[src/rtl/eth_clk_div_gen_pkg.sv]
// Shared types and constants for the Ethernet quadrature clock generator.
package eth_clk_pkg;

  typedef enum logic {
    CLK_STOPPED,
    CLK_RUN
  } clk_state_e;

  // Quarter-period presets for a 500 MHz source clock.
  localparam int unsigned Q_125M = 1;
  localparam int unsigned Q_25M  = 5;
  localparam int unsigned Q_2M5  = 50;

  // Phase index to {clk0, clk90, clk180, clk270}.
  function automatic logic [3:0] phase_decode(input logic [1:0] phase);
    logic [3:0] dec;
    dec = 4'b0011;
    case (phase)
      2'd0:    dec = 4'b1001;
      2'd1:    dec = 4'b1100;
      2'd2:    dec = 4'b0110;
      default: dec = 4'b0011;
    endcase
    return dec;
  endfunction

endpackage

[src/rtl/eth_clk_div_gen.sv]
// Programmable quadrature clock generator (0/90/180/270 deg) with a
// run-time quarter-period. Divisor changes and start/stop only take effect
// at period boundaries so no output pulse is shorter than one quarter.
// Optional macro ETH_CLK_DIV_GEN_CFG_CHECK_EN: reject Q=0 requests with a
// cfg_err_o pulse instead of clamping them to 1.
module eth_clk_div_gen
  import eth_clk_pkg::*;
#(
  parameter int unsigned QuarterWidth = 8,
  parameter int unsigned ResetQuarter = 1
) (
  input  logic                    clk_i,
  input  logic                    rst_i,
  input  logic                    en_i,
  input  logic                    cfg_valid_i,
  input  logic [QuarterWidth-1:0] cfg_quarter_i,
  output logic                    cfg_ready_o,
  output logic                    cfg_err_o,
  output logic                    upd_o,
  output logic                    running_o,
  output logic                    clk0_o,
  output logic                    clk90_o,
  output logic                    clk180_o,
  output logic                    clk270_o
);

  localparam logic [QuarterWidth-1:0] RstQ = QuarterWidth'(ResetQuarter);
  localparam logic [QuarterWidth-1:0] QOne = QuarterWidth'(1);

  clk_state_e              state_q, state_d;
  logic [1:0]              phase_q, phase_d;
  logic [QuarterWidth-1:0] qcnt_q, qcnt_d;
  logic [QuarterWidth-1:0] q_q, q_d;
  logic [QuarterWidth-1:0] pend_q, pend_d;
  logic                    pend_valid_q, pend_valid_d;
  logic                    upd_q, upd_d;
  logic [3:0]              clk_q, clk_d;
  logic                    req_err;
  logic                    apply;
  logic                    q_last;
  logic                    cfg_xfer;

  // State register: FSM, counters, configuration slot and phase outputs.
  always_ff @(posedge clk_i) begin
    if (rst_i) begin
      state_q      <= CLK_STOPPED;
      phase_q      <= 2'd3;
      qcnt_q       <= '0;
      q_q          <= RstQ;
      pend_q       <= '0;
      pend_valid_q <= 1'b0;
      upd_q        <= 1'b0;
      clk_q        <= phase_decode(2'd3);
    end else begin
      state_q      <= state_d;
      phase_q      <= phase_d;
      qcnt_q       <= qcnt_d;
      q_q          <= q_d;
      pend_q       <= pend_d;
      pend_valid_q <= pend_valid_d;
      upd_q        <= upd_d;
      clk_q        <= clk_d;
    end
  end

  // Next-state: quarter counter, phase stepping, boundary apply and handshake.
  always_comb begin
    state_d      = state_q;
    phase_d      = phase_q;
    qcnt_d       = qcnt_q;
    q_d          = q_q;
    pend_d       = pend_q;
    pend_valid_d = pend_valid_q;
    upd_d        = 1'b0;
    req_err      = 1'b0;
    apply        = 1'b0;
    q_last       = (qcnt_q == (q_q - QOne));
    cfg_xfer     = cfg_valid_i && !pend_valid_q;

    unique case (state_q)
      CLK_STOPPED: begin
        if (en_i) begin
          state_d = CLK_RUN;
          phase_d = 2'd0;
          qcnt_d  = '0;
          apply   = 1'b1;
        end
      end
      CLK_RUN: begin
        if (q_last) begin
          qcnt_d = '0;
          if (phase_q == 2'd3) begin
            apply = 1'b1;
            if (en_i) phase_d = 2'd0;
            else      state_d = CLK_STOPPED;
          end else begin
            phase_d = phase_q + 2'd1;
          end
        end else begin
          qcnt_d = qcnt_q + QOne;
        end
      end
      default: state_d = CLK_STOPPED;
    endcase

    // Apply uses the slot's old contents; a handshake in the same cycle can
    // only happen when the slot was empty, so it lands for the next boundary.
    if (apply && pend_valid_q) begin
      q_d          = pend_q;
      pend_valid_d = 1'b0;
      upd_d        = 1'b1;
    end

    if (cfg_xfer) begin
`ifdef ETH_CLK_DIV_GEN_CFG_CHECK_EN
      if (cfg_quarter_i == '0) begin
        req_err = 1'b1;
      end else begin
        pend_d       = cfg_quarter_i;
        pend_valid_d = 1'b1;
      end
`else
      pend_d       = (cfg_quarter_i == '0) ? QOne : cfg_quarter_i;
      pend_valid_d = 1'b1;
`endif
    end

    clk_d = phase_decode(phase_d);
  end

`ifdef ETH_CLK_DIV_GEN_CFG_CHECK_EN
  logic err_q;

  // One-cycle error pulse for a rejected zero request.
  always_ff @(posedge clk_i) begin
    if (rst_i) err_q <= 1'b0;
    else       err_q <= req_err;
  end

  assign cfg_err_o = err_q;
`else
  logic unused_err;
  assign unused_err = req_err;
  assign cfg_err_o  = 1'b0;
`endif

  assign cfg_ready_o = !pend_valid_q;
  assign upd_o       = upd_q;
  assign running_o   = (state_q == CLK_RUN);
  assign clk0_o      = clk_q[3];
  assign clk90_o     = clk_q[2];
  assign clk180_o    = clk_q[1];
  assign clk270_o    = clk_q[0];

endmodule

[config.mk]
export PLATFORM = sky130hd
export DESIGN_NAME = eth_clk_div_gen
export DESIGN_NICKNAME = d
export VERILOG_FILES = /design/src/rtl/eth_clk_div_gen_pkg.sv /design/src/rtl/eth_clk_div_gen.sv
export SDC_FILE = /design/constraint.sdc
export NUM_CORES = 1
export LEC_CHECK = 0
export ABC_AREA = 1
export BUFFER_PORTS_ARGS = -buffer_cell sky130_fd_sc_hd__buf_4
export CELL_PAD_IN_SITES_DETAIL_PLACEMENT = 1
export CELL_PAD_IN_SITES_GLOBAL_PLACEMENT = 1
export CORE_MARGIN = 4
export CORE_UTILIZATION = 40
export CTS_BUF_LIST = sky130_fd_sc_hd__clkbuf_8
export CTS_CLUSTER_SIZE = 14
export DETAILED_ROUTE_END_ITERATION = 10
export PLACE_DENSITY = 0.84
export SYNTH_ARGS = -nofsm -noshare
export SYNTH_HDL_FRONTEND = slang
export SYNTH_SLANG_ARGS = --single-unit
[constraint.sdc]
create_clock -name clk_i -period 2.47 [get_ports clk_i]
set_clock_uncertainty 0.1 [all_clocks]
set_input_delay 0.247 -clock clk_i [delete_from_list [all_inputs] [get_ports clk_i]]
set_output_delay 0.247 -clock clk_i [all_outputs]
set_load 0.005 [all_outputs]
Word-level counts from Yosys, hierarchy flattened
Cells that the tools add are included.
{"block": "word_totals", "regBits": 33, "in_bits": 12, "wordCells": 42}
{"block": "op_classes", "n_reduce_logical": 6, "eq_ne": 5, "add_sub_neg": 3, "bitwise_logic": 1, "n_mux": 19}
{"operator": "$mux W8", "count": 3}
{"operator": "$pmux W8 S2", "count": 1}
{"operator": "$pmux W4 S3", "count": 1}
{"operator": "$add A8 B1 Y8 const B", "count": 1}
{"operator": "$eq A8 B8 Y1", "count": 1}
{"operator": "$logic_not A8 Y1", "count": 1}
{"operator": "$mux W1", "count": 8}
{"operator": "$sub A8 B1 Y8 const B", "count": 1}
{"operator": "$mux W2", "count": 3}
{"operator": "$eq A2 B2 Y1 const B", "count": 2}
{"operator": "$pmux W1 S2", "count": 2}
{"operator": "$pmux W2 S2", "count": 1}
{"operator": "$add A2 B1 Y2 const B", "count": 1}
{"operator": "$eq A2 B1 Y1 const B", "count": 1}
{"operator": "$logic_and A1 B1 Y1", "count": 2}
{"operator": "$logic_not A2 Y1", "count": 1}
{"operator": "$ne A2 B2 Y1 const B", "count": 1}
{"operator": "$reduce_bool A2 Y1", "count": 1}
{"operator": "$logic_not A1 Y1", "count": 1}
{"operator": "$not A1 Y1", "count": 1}

Logic depth before layout (Yosys ltp)
Gate-level depths: netlist of run 1.
{"block": "depth", "depth_word": 7, "mapped_depth": 18}

Least setup slack after synthesis of run 1
No wires, ideal clock.
{"block": "synth_timing", "path_kind": "flip-flop to flip-flop", "from": "register q_q[0]", "to": "register clk_q[0]", "required_time_ns": 2.256, "path_slack_ns": 0.223, "stages_incl_launch_ff": 17, "arrival_time_ns": 2.033, "path_cell_list": "dfxtp_1 > inv_1 > ha_1 > or2_2 > nand3_1 > nor2_1 > nand2_1 > nor2_2 > nand2_2 > nand2_1 > nand2_1 > nand2_1 > nand2_2 > inv_2 > ha_1 > nor2_1 > inv_1"}
{"block": "synth_between", "elab_chain_cells": 6, "word_cells_on_any_way": 8}
{"item": "from (decl)", "line": "eth_clk_div_gen.sv:33", "rtl": "logic [QuarterWidth-1:0] q_q, q_d;"}
{"item": "from (signal assigned)", "line": "eth_clk_div_gen.sv:49", "rtl": "q_q <= RstQ;"}
{"item": "from (signal assigned)", "line": "eth_clk_div_gen.sv:58", "rtl": "q_q <= q_d;"}
{"item": "$sub A8 B1 Y8 (*)", "line": "eth_clk_div_gen.sv:77", "rtl": "q_last = (qcnt_q == (q_q - QOne));"}
{"item": "$eq A8 B8 Y1 (*)", "line": "eth_clk_div_gen.sv:77"}
{"item": "$mux W2 (*)", "line": "eth_clk_div_gen.sv:90", "rtl": "if (q_last) begin"}
{"item": "$pmux W2 S2 (*)", "line": "eth_clk_div_gen.sv:80", "rtl": "unique case (state_q)"}
{"item": "net phase_d[0]", "line": "eth_clk_div_gen.sv:31", "rtl": "logic [1:0] phase_q, phase_d;"}
{"item": "$eq A2 B2 Y1 (tied with other cells)", "line": "eth_clk_div_gen_pkg.sv:18", "rtl": "case (phase)"}
{"item": "$pmux W4 S3 (*)", "line": "eth_clk_div_gen_pkg.sv:18"}
{"item": "net clk_d[0]", "line": "eth_clk_div_gen.sv:37", "rtl": "logic [3:0] clk_q, clk_d;"}
{"item": "to (signal assigned)", "line": "eth_clk_div_gen.sv:53", "rtl": "clk_q <= phase_decode(2'd3);"}
{"item": "to (signal assigned)", "line": "eth_clk_div_gen.sv:62", "rtl": "clk_q <= clk_d;"}
{"item": "to (decl)", "line": "eth_clk_div_gen.sv:37"}
The timed path passes the listed nets; every way through them passes the cells marked *.
A chain may end at the register's enable or synchronous reset.

Worst setup path in the final report of run 1
{"block": "layout_timing", "from": "register q_q[0]", "to": "register clk_q[3]"}
{"block": "layout_between", "elab_chain_cells": 6, "word_cells_on_any_way": 8}
{"item": "$sub A8 B1 Y8 (*)", "line": "eth_clk_div_gen.sv:77"}
{"item": "$eq A8 B8 Y1 (*)", "line": "eth_clk_div_gen.sv:77"}
{"item": "$mux W2 (*)", "line": "eth_clk_div_gen.sv:90"}
{"item": "$pmux W2 S2 (*)", "line": "eth_clk_div_gen.sv:80"}
{"item": "net phase_d[0]", "line": "eth_clk_div_gen.sv:31"}
{"item": "$eq A2 B2 Y1 (tied with other cells)", "line": "eth_clk_div_gen_pkg.sv:18"}
{"item": "$pmux W4 S3 (*)", "line": "eth_clk_div_gen_pkg.sv:18"}
Marks and branches as above.

==> results_dict.tcl, run 1 <==
set metrics [dict create \
    start_kind "flop" \
    io_buffers 18 \
    antenna_found_initial 0 \
    gr-usage-all-layers_pct 17.5 \
    die_w_um 73.7 \
    r2r_end "clk_q[3]" \
    seqPwrFrac_pct 43.6 \
    fin_crit_sh_pct 94.6 \
    worst_hold_path_type "input pin to flop" \
    yosys_warnings 0 \
    finalMaxSlewViolations 0 \
    clkTransAtPathRegs_ns 0.07 \
    ir_drop_mv 0.456 \
    setup_viol 0 \
    wirelength_um 4470 \
    hold_buffers 0 \
    synth_edf_count 0 \
    avgRoutedWirePerCell_um 13.9 \
    worstPathArrival_ns 2.42 \
    power_density_nw_per_um2 674 \
    post-dp-hpwl_um 3320 \
    placedCellCount 311 \
    cts_root_buffer "clkbuf_8" \
    timing.final.crit_period_ns 2.34 \
    crit_path_end "clk_q[3]" \
    cts_tree "yes" \
    die_y_um 73.7 \
    grt_pass1_wl_um 7280 \
    final_cell_count_no_fill 321 \
    synth_area_sq_um 1730 \
    setup.worst_path.class "flop to flop" \
    gp_congestion 0.803 \
    final_cell_mix "nand2_1 (46), nor2_1 (38), dfxtp_1 (31)" \
    hold_viol_final 0 \
    die-area_sq_um 5440 \
    clkLatencyLatePin_ns 0.28 \
    antenna-diode-count 0 \
    rrSetupSlack_ns 0.13 \
    max_slew_margin_pct 47.5 \
    core_area_sq_um 4090 \
    vias 1614 \
    drv_cap 0 \
    r2r_start "q_q[0]" \
    combPwrFrac_pct 27.7 \
    drive_gt1_share_pct 20.7 \
    outcome "finished clean" \
    syn_area_per_cell_sq_um 7.05 \
    io_pins 20 \
    crit_fanout 5 \
    layout.cells.most_common "nand2_1" \
    swShare_pct 33.0 \
    antenna_left 0 \
    end_kind "flop" \
    async_reset_ff_share_pct 0 \
    r2r_cells 16 \
    syn_nets 264 \
    grt_overflow 0 \
    start_util_pct 42.3 \
    grt_pass1_vias 1596 \
    p_sw_uw 457 \
    drt_first_pass_iters 4 \
    yosysSeqAreaShare_pct 38.2 \
    clock-sinks 33 \
    placed_cell_area_sq_um 1920 \
    p_leak_nw 0.945 \
    critPathLaunch "q_q[0]" \
    rows 23 \
    grt_max_degree 30 \
    yosys_register_bits 33 \
    via_per_inst 5.03 \
    nFillCells 535 \
    first_iter_violations 66 \
    max_freq_mhz 428 \
    clockPowerShare_pct 28.7 \
    htreeDepth 2 \
    clockBufferDepth 2 \
    internal-power_uw 927 \
    synth_ff_type "dfxtp_1" \
    synth_cell_type_count 27 \
    synth_cells 245 \
    tightestPinTransition_ns 0.787 \
    nets 289 \
    post-route-drc-count 0 \
    stdcell_area_sq_um 2050 \
    syn_to_final_growth_pct 18.8 \
    critPathRequiredTime_ns 2.55 \
    cts_buffers 5 \
]
## critical path: stages, from the launching register on
cell and delay, ns:
dfxtp_4 0.36, inv_4 0.07, ha_2 0.27, or2_2 0.27, nand3_1 0.08, nor2_1 0.05
nand2_1 0.09, nor2_4 0.05, nand2_2 0.08, nand2_1 0.06, nand2_1 0.09, nand2_2 0.07
nand2_2 0.12, inv_2 0.07, ha_1 0.20, nor2_1 0.15, nor2_1 0.06
## state kept, by name (all words and copies together) (netlist names)
signal,flops
pend_q,8
q_q,8
qcnt_q,8
clk_q,4
phase_q,2
pend_valid_q,1
running_o,1
upd_o,1
## worst min path at each step
| stage | startpoint | end | slack [ns] | cells past startpoint |
|---|---|---|---|---|
| 6_report | cfg_quarter_i[0] | pend_q[0] | 0.08 | 3 |
| 5_1_grt | cfg_quarter_i[0] | pend_q[0] | 0.06 | 3 |
| 4_1_cts | cfg_quarter_i[0] | pend_q[0] | 0.07 | 3 |
| 3_5_place_dp | pend_q[5] | q_q[5] | 0.37 | 2 |
| 3_3_place_gp | pend_q[6] | q_q[6] | 0.36 | 2 |
| 2_1_floorplan | cfg_quarter_i[0] | pend_q[0] | 0.27 | 2 |
## logic make-up after synthesis
kind of cell | count (synthesis) | synth area share, %
adders and majority gates | 7 | 5.07
buffers and inverters | 34 | 8.47
DFF | 33 | 38.2
xor gates and xnor gates | 8 | 4.06
AOI/OAI and AO/OA | 27 | 8.40
and+or+nand+nor | 135 | 35.6
other | 1 | 0.217
## final cells by class
class | count | area [sq um] | area share [%]
clock buffers | 5 | 68.8 | 3.35
multi-input cells | 178 | 946 | 46.1
flip-flops and latches | 33 | 666 | 32.4
clock inverters | 3 | 17.5 | 0.854
repair buffers | 25 | 188 | 9.15
inverters | 27 | 104 | 5.06
well taps | 50 | 62.6 | 3.05
## repair_timing
item / CTS / global route
endpoints found under the setup margin: 0 / 4
gates resized for setup: 0 / 11
buffers inserted: 0 / 2
## layer usage
layer	vias up	global-route usage [%]	part of all wire [%]
li1	835	-	-
met3	13	4.65	3.0
met5	-	0	0
met2	29	29.8	49
met1	737	21.3	45
met4	0	5.43	3.6
## power groups by stage
stage	Sequential, mW	Combinational [mW]	Clock [mW]
CTS	0.603	0.336	0.411
detailed placement	0.615	0.334	0
global placement	0.614	0.321	0
finish	0.604	0.383	0.397
floorplan	0.611	0.223	0
global route	0.610	0.431	0.433
## Yosys cell counts (3+ instances only)
master	count	area [sq um]
nand2_1	47	176
nor2_1	39	146
dfxtp_1	33	661
inv_1	25	93.8
nand3_1	24	120
o21ai_0	13	65.1
a21oi_1	10	50.1
nand4_1	9	56.3
ha_1	7	87.6
xor2_1	5	43.8
clkbuf_1	4	15.0
nand2_2	4	25.0
nor2_2	4	25.0
nand3_2	3	30.0
xnor2_1	3	26.3
## per-stage QoR
| stage | total power, mW | utilization, % | hold WS (ns) | TNS, ns | setup slack, ns |
|---|---|---|---|---|---|
| floorplan | 0.834 | - | 0.273 | 0 | 0.223 |
| global placement | 0.935 | 46.9 | 0.359 | 0 | 0.169 |
| detailed placement | 0.949 | 46.9 | 0.370 | 0 | 0.0301 |
| CTS | 1.35 | 49.1 | 0.0712 | 0 | 0.0276 |
| global route | 1.47 | 50.2 | 0.0649 | -0.139 | -0.0646 |
| finish | 1.38 | 50.2 | 0.0768 | 0 | 0.135 |
Power figures use the tool's default switching activity.
==> run 2: changes to the inputs <==
--- a/config.mk
+++ b/config.mk
@@ -9,7 +9,7 @@
 export BUFFER_PORTS_ARGS = -buffer_cell sky130_fd_sc_hd__buf_4
 export CELL_PAD_IN_SITES_DETAIL_PLACEMENT = 1
 export CELL_PAD_IN_SITES_GLOBAL_PLACEMENT = 1
-export CORE_MARGIN = 4
+export CORE_MARGIN = 2
 export CORE_UTILIZATION = 40
 export CTS_BUF_LIST = sky130_fd_sc_hd__clkbuf_8
 export CTS_CLUSTER_SIZE = 14
==> run 2 against run 1 <==
- core utilization is 0.37 points lower
- cell count shrank 0.62%
- die area decreased by 11%
==> results_dict.tcl, run 2 (synthesized netlist as in run 1, its figures left out) <==
set metrics [dict create \
    final_cell_count_no_fill 319 \
    cts_buffers 5 \
    fin_ws_ns 0.147 \
    ir_drop_mv 0.337 \
    clockPowerShare_pct 28.9 \
    hold_viol_final 0 \
    min_from "cfg_quarter_i[0]" \
    grt_overflow 0 \
    start_kind "flop" \
    antenna-diode-count 0 \
    core_area_sq_um 4090 \
    dp_slack_ns 0.0561 \
    dr_wl_met3_um 123 \
    holdWs_ns 0.0785 \
    final.setup.tns_ns 0 \
    cts_tree "yes" \
    internal-power_uw 914 \
    route.top_layer_used "met4" \
    setup.worst_path.class "flop to flop" \
    start_util_pct 42.3 \
    setup_viol 0 \
    end_kind "flop" \
    nFillCells 555 \
    syn_to_final_growth_pct 17.9 \
    gp_congestion 0.860 \
    critPathRequiredTime_ns 2.56 \
    max_slew_margin_pct 45.2 \
    worst_hold_path_type "input pin to flop" \
    post-dp-hpwl_um 3090 \
    grt_pass1_vias 1616 \
    seqPwrFrac_pct 44.1 \
    fin_crit_sh_pct 94.1 \
    grt_pass1_wl_um 7250 \
    avgRoutedWirePerCell_um 13.7 \
    die-area_sq_um 4860 \
    finalMaxSlewViolations 0 \
    swShare_pct 33.1 \
    drv_cap 0 \
    clkTransAtPathRegs_ns 0.07 \
    antenna_found_initial 0 \
    via_per_inst 5.15 \
    die_y_um 69.7 \
    clock-sinks 33 \
    antenna_left 0 \
    top_regs "pend_q (8), q_q (8), qcnt_q (8)" \
    crit_fanout 5 \
    cts_root_buffer "clkbuf_8" \
    final_cell_mix "nand2_1 (47), nor2_1 (37), dfxtp_1 (31)" \
    wl_met2_um 2150 \
    r2r_start "q_q[0]" \
    io_buffers 18 \
    outcome "finished clean" \
    hold_buffers 0 \
    layout.cells.most_common "nand2_1" \
    first_iter_violations 59 \
    wirelength_um 4390 \
    p_sw_uw 452 \
    worstPathArrival_ns 2.41 \
    rows 23 \
    io_pins 20 \
    htreeDepth 2 \
    clockBufferDepth 2 \
    critPathLaunch "q_q[0]" \
    max_freq_mhz 430 \
    timing.final.crit_period_ns 2.32 \
    nets 287 \
    combPwrFrac_pct 27.0 \
    wl_met1_um 2010 \
    drt_first_pass_iters 4 \
    grt_max_degree 30 \
    gr-usage-all-layers_pct 18.5 \
    placedCellCount 310 \
    p_leak_nw 0.945 \
    p_total_mw 1.37 \
    clkLatencyLatePin_ns 0.29 \
    vias 1644 \
    die_w_um 69.7 \
    power_density_nw_per_um2 671 \
    post-route-drc-count 0 \
    tightestPinTransition_ns 0.821 \
    drive_gt1_share_pct 18.6 \
]
## run 2: cell type report
class	count	area [sq um]	area share [%]
repair buffers	23	173	8.48
inverters	27	101	4.98
clock buffers	5	68.8	3.38
clock inverters	3	15.0	0.737
flip-flops and latches	33	663	32.6
multi-input cells	178	953	46.8
well taps	50	62.6	3.07
## run 2: metrics by stage
step | instance area [sq um] | utilization (%)
finish | 2040 | 49.8
global route | 2040 | 49.8
CTS | 1990 | 48.8
detailed placement | 1910 | 46.8
global placement | 1910 | 46.8
floorplan | 1730 | -
## run 2: timing repair
item | 4_1_cts | 5_1_grt
endpoints found under the hold margin | 0 | 0
pin swaps | 1 | 2
buffers inserted | 0 | 1
resized for setup | 0 | 9
endpoints found under the setup margin | 1 | 4
## run 2: critical path, cell delays in order (launching register included)
cell     delay (ns)
dfxtp_2        0.34
inv_2          0.07
ha_4           0.26
or2_2          0.09
nand3_1        0.07
nor2_1         0.12
nand2_1        0.11
nor2_4         0.15
nand2_4        0.09
nor2_2         0.11
nand2_1        0.08
nand3_2        0.12
inv_1          0.08
ha_1           0.28
nor2_2         0.11
inv_1          0.04
## run 2: path summary, 6_finish.rpt
path	to	slack [ns]	cells after the start
worst min register to register	q_q[4]	0.36	2
worst max-delay path	clk_q[0]	0.15	15
worst min-delay path	pend_q[0]	0.08	3
worst max register to register	clk_q[0]	0.15	15
## run 2: routing by layer
metal  vias to the layer above  track usage, %
li1                        831               -
met1                       775            22.4
met2                        27            31.4
met3                        11            3.20
met4                         0            9.83
met5                         -               0
## run 2: power by group through the flow
stage | clock, mW | combinational (mW) | sequential, mW
final | 0.395 | 0.368 | 0.603
after detailed placement | 0 | 0.330 | 0.614
after CTS | 0.399 | 0.337 | 0.603
after global placement | 0 | 0.320 | 0.614
after floorplan | 0 | 0.223 | 0.611
after global routing | 0.424 | 0.412 | 0.608
==> run 3: changes to the inputs <==
--- a/config.mk
+++ b/config.mk
@@ -12,8 +12,8 @@
 export CORE_MARGIN = 2
 export CORE_UTILIZATION = 40
 export CTS_BUF_LIST = sky130_fd_sc_hd__clkbuf_8
-export CTS_CLUSTER_SIZE = 14
 export DETAILED_ROUTE_END_ITERATION = 10
+export MAX_ROUTING_LAYER = met4
 export PLACE_DENSITY = 0.84
 export SYNTH_ARGS = -nofsm -noshare
 export SYNTH_HDL_FRONTEND = slang
==> run 3 against run 2 <==
- sequential power about the same
- clock-buffer cell count unchanged
- non-clock buffer count unchanged
- register-to-register slack about the same
- clock power about the same
- setup slack improved by 0.0077 ns
- final area unchanged
- critical path type unchanged
- critical endpoint unchanged
==> results_dict.tcl, run 3 (synthesized netlist as in run 1, its figures left out) <==
set metrics [dict create \
    gp_congestion 0.874 \
    cts_buffers 5 \
    crit_fanout 5 \
    clkTransAtPathRegs_ns 0.07 \
    drive_gt1_share_pct 18.6 \
    setup_viol 0 \
    r2r_start "q_q[0]" \
    nFillCells 555 \
    top_regs "pend_q (8), q_q (8), qcnt_q (8)" \
    power_density_nw_per_um2 671 \
    setup.worst_path.class "flop to flop" \
    post-dp-hpwl_um 3090 \
    die-area_sq_um 4860 \
    grt_pass1_vias 1619 \
    critPathSlowestCell "dfxtp_2" \
    cts_tree "yes" \
    fin_crit_sh_pct 93.8 \
    io_buffers 18 \
    cts_root_buffer "clkbuf_8" \
    drv_cap 0 \
    post-route-drc-count 0 \
    rrSetupSlack_ns 0.15 \
    start_kind "flop" \
    wirelength_um 4400 \
    clockPowerShare_pct 28.9 \
    p_sw_uw 453 \
    final_cell_mix "nand2_1 (47), nor2_1 (37), dfxtp_1 (31)" \
    core_area_sq_um 4090 \
    finalMaxSlewViolations 0 \
    antenna_left 0 \
    antenna-diode-count 0 \
    crit_path_end "clk_q[0]" \
    rows 23 \
    ir_drop_mv 0.343 \
    critPathLaunch "q_q[0]" \
    drt_first_pass_iters 4 \
    vias 1641 \
    end_kind "flop" \
    gr-usage-all-layers_pct 19.0 \
    placedCellCount 310 \
    grt_overflow 0 \
    via_per_inst 5.14 \
    fin_util_pct 49.8 \
    final_cell_count_no_fill 319 \
    worst_hold_path_type "input pin to flop" \
    r2r_end "clk_q[0]" \
    avgRoutedWirePerCell_um 13.8 \
    internal-power_uw 914 \
    io_pins 20 \
    seqPwrFrac_pct 44.1 \
    r2r_cells 15 \
    antenna_found_initial 0 \
    clockBufferDepth 2 \
    grt_max_degree 30 \
    swShare_pct 33.1 \
    hold_viol_final 0 \
    layout.cells.most_common "nand2_1" \
    start_util_pct 42.3 \
    die_y_um 69.7 \
    syn_to_final_growth_pct 17.9 \
    first_iter_violations 53 \
    clkLatencyLatePin_ns 0.29 \
    outcome "finished clean" \
    tightestPinTransition_ns 0.816 \
    htreeDepth 2 \
    p_leak_nw 0.945 \
    max_slew_margin_pct 45.5 \
    holdWs_ns 0.0788 \
    worstPathArrival_ns 2.41 \
    path_cells "inv_2 -> ha_4 -> or2_2 -> nand3_1 -> nor2_1 -> nand2_1 -> nor2_4 -> nand2_4 -> nor2_2 -> nand2_1 -> nand3_2 -> inv_1 -> ha_1 -> nor2_2 -> inv_1" \
    grt_pass1_wl_um 7240 \
    slowest_delay_ns 0.34 \
    clock-sinks 33 \
    nets 287 \
    max_freq_mhz 432 \
    critPathRequiredTime_ns 2.56 \
    timing.final.crit_period_ns 2.32 \
    combPwrFrac_pct 27.0 \
    die_w_um 69.7 \
]
## run 3: routing by layer
layer,GRT usage (%),wire length [um],up-vias
li1,-,-,833
met1,22.1,2060,768
met2,31.5,2100,29
met3,3.20,141,11
met4,9.83,105,0
met5,-,0,-
## run 3: power groups by stage
stage,logic (mW),clock network [mW],registers [mW]
floorplan,0.223,0,0.611
global placement,0.320,0,0.614
detailed placement,0.330,0,0.614
CTS,0.337,0.399,0.603
global route,0.412,0.424,0.608
finish,0.369,0.395,0.603
## run 3: worst min path at each step
stage,from,to,slack [ns],cells past startpoint
after floorplan,cfg_quarter_i[0],pend_q[0],0.27,2
after global placement,cfg_quarter_i[0],pend_q[0],0.36,3
after detailed placement,pend_q[6],q_q[6],0.37,2
after CTS,cfg_quarter_i[0],pend_q[0],0.08,3
after global routing,cfg_quarter_i[0],pend_q[0],0.1,3
final,cfg_quarter_i[0],pend_q[0],0.08,3
## run 3: worst max-delay path: cells and delay by family (launching register included)
family	cells	cell delay, ns
buffers and inverters	3	0.19
AND/OR/NAND/NOR	10	1.06
flip-flops	1	0.34
adder cells (fa/ha/maj)	2	0.54
## run 3: metrics by stage
stage | setup slack, ns | instance area [sq um] | total power, mW | setup TNS, ns
2_1_floorplan | 0.223 | 1730 | 0.834 | 0
3_3_place_gp | 0.169 | 1910 | 0.934 | 0
3_5_place_dp | 0.0561 | 1910 | 0.945 | 0
4_1_cts | 0.000189 | 1990 | 1.34 | 0
5_1_grt | -0.00504 | 2040 | 1.44 | -0.00504
6_report | 0.154 | 2040 | 1.37 | 0
## run 3: layout make-up
type | count | area [sq um] | area share [%]
multi-input combinational | 178 | 953 | 46.8
inverter | 27 | 101 | 4.98
clock inverter | 3 | 15.0 | 0.737
timing repair buffer | 23 | 173 | 8.48
tap | 50 | 62.6 | 3.07
sequential | 33 | 663 | 32.6
clock buffer | 5 | 68.8 | 3.38
## run 3: repair_timing
action,4_1_cts,5_1_grt
endpoints found under the setup margin,1,4
hold buffers,0,0
gates resized for setup,0,9
setup buffers,0,1
hold endpoints to repair,0,0
pin swaps,1,2
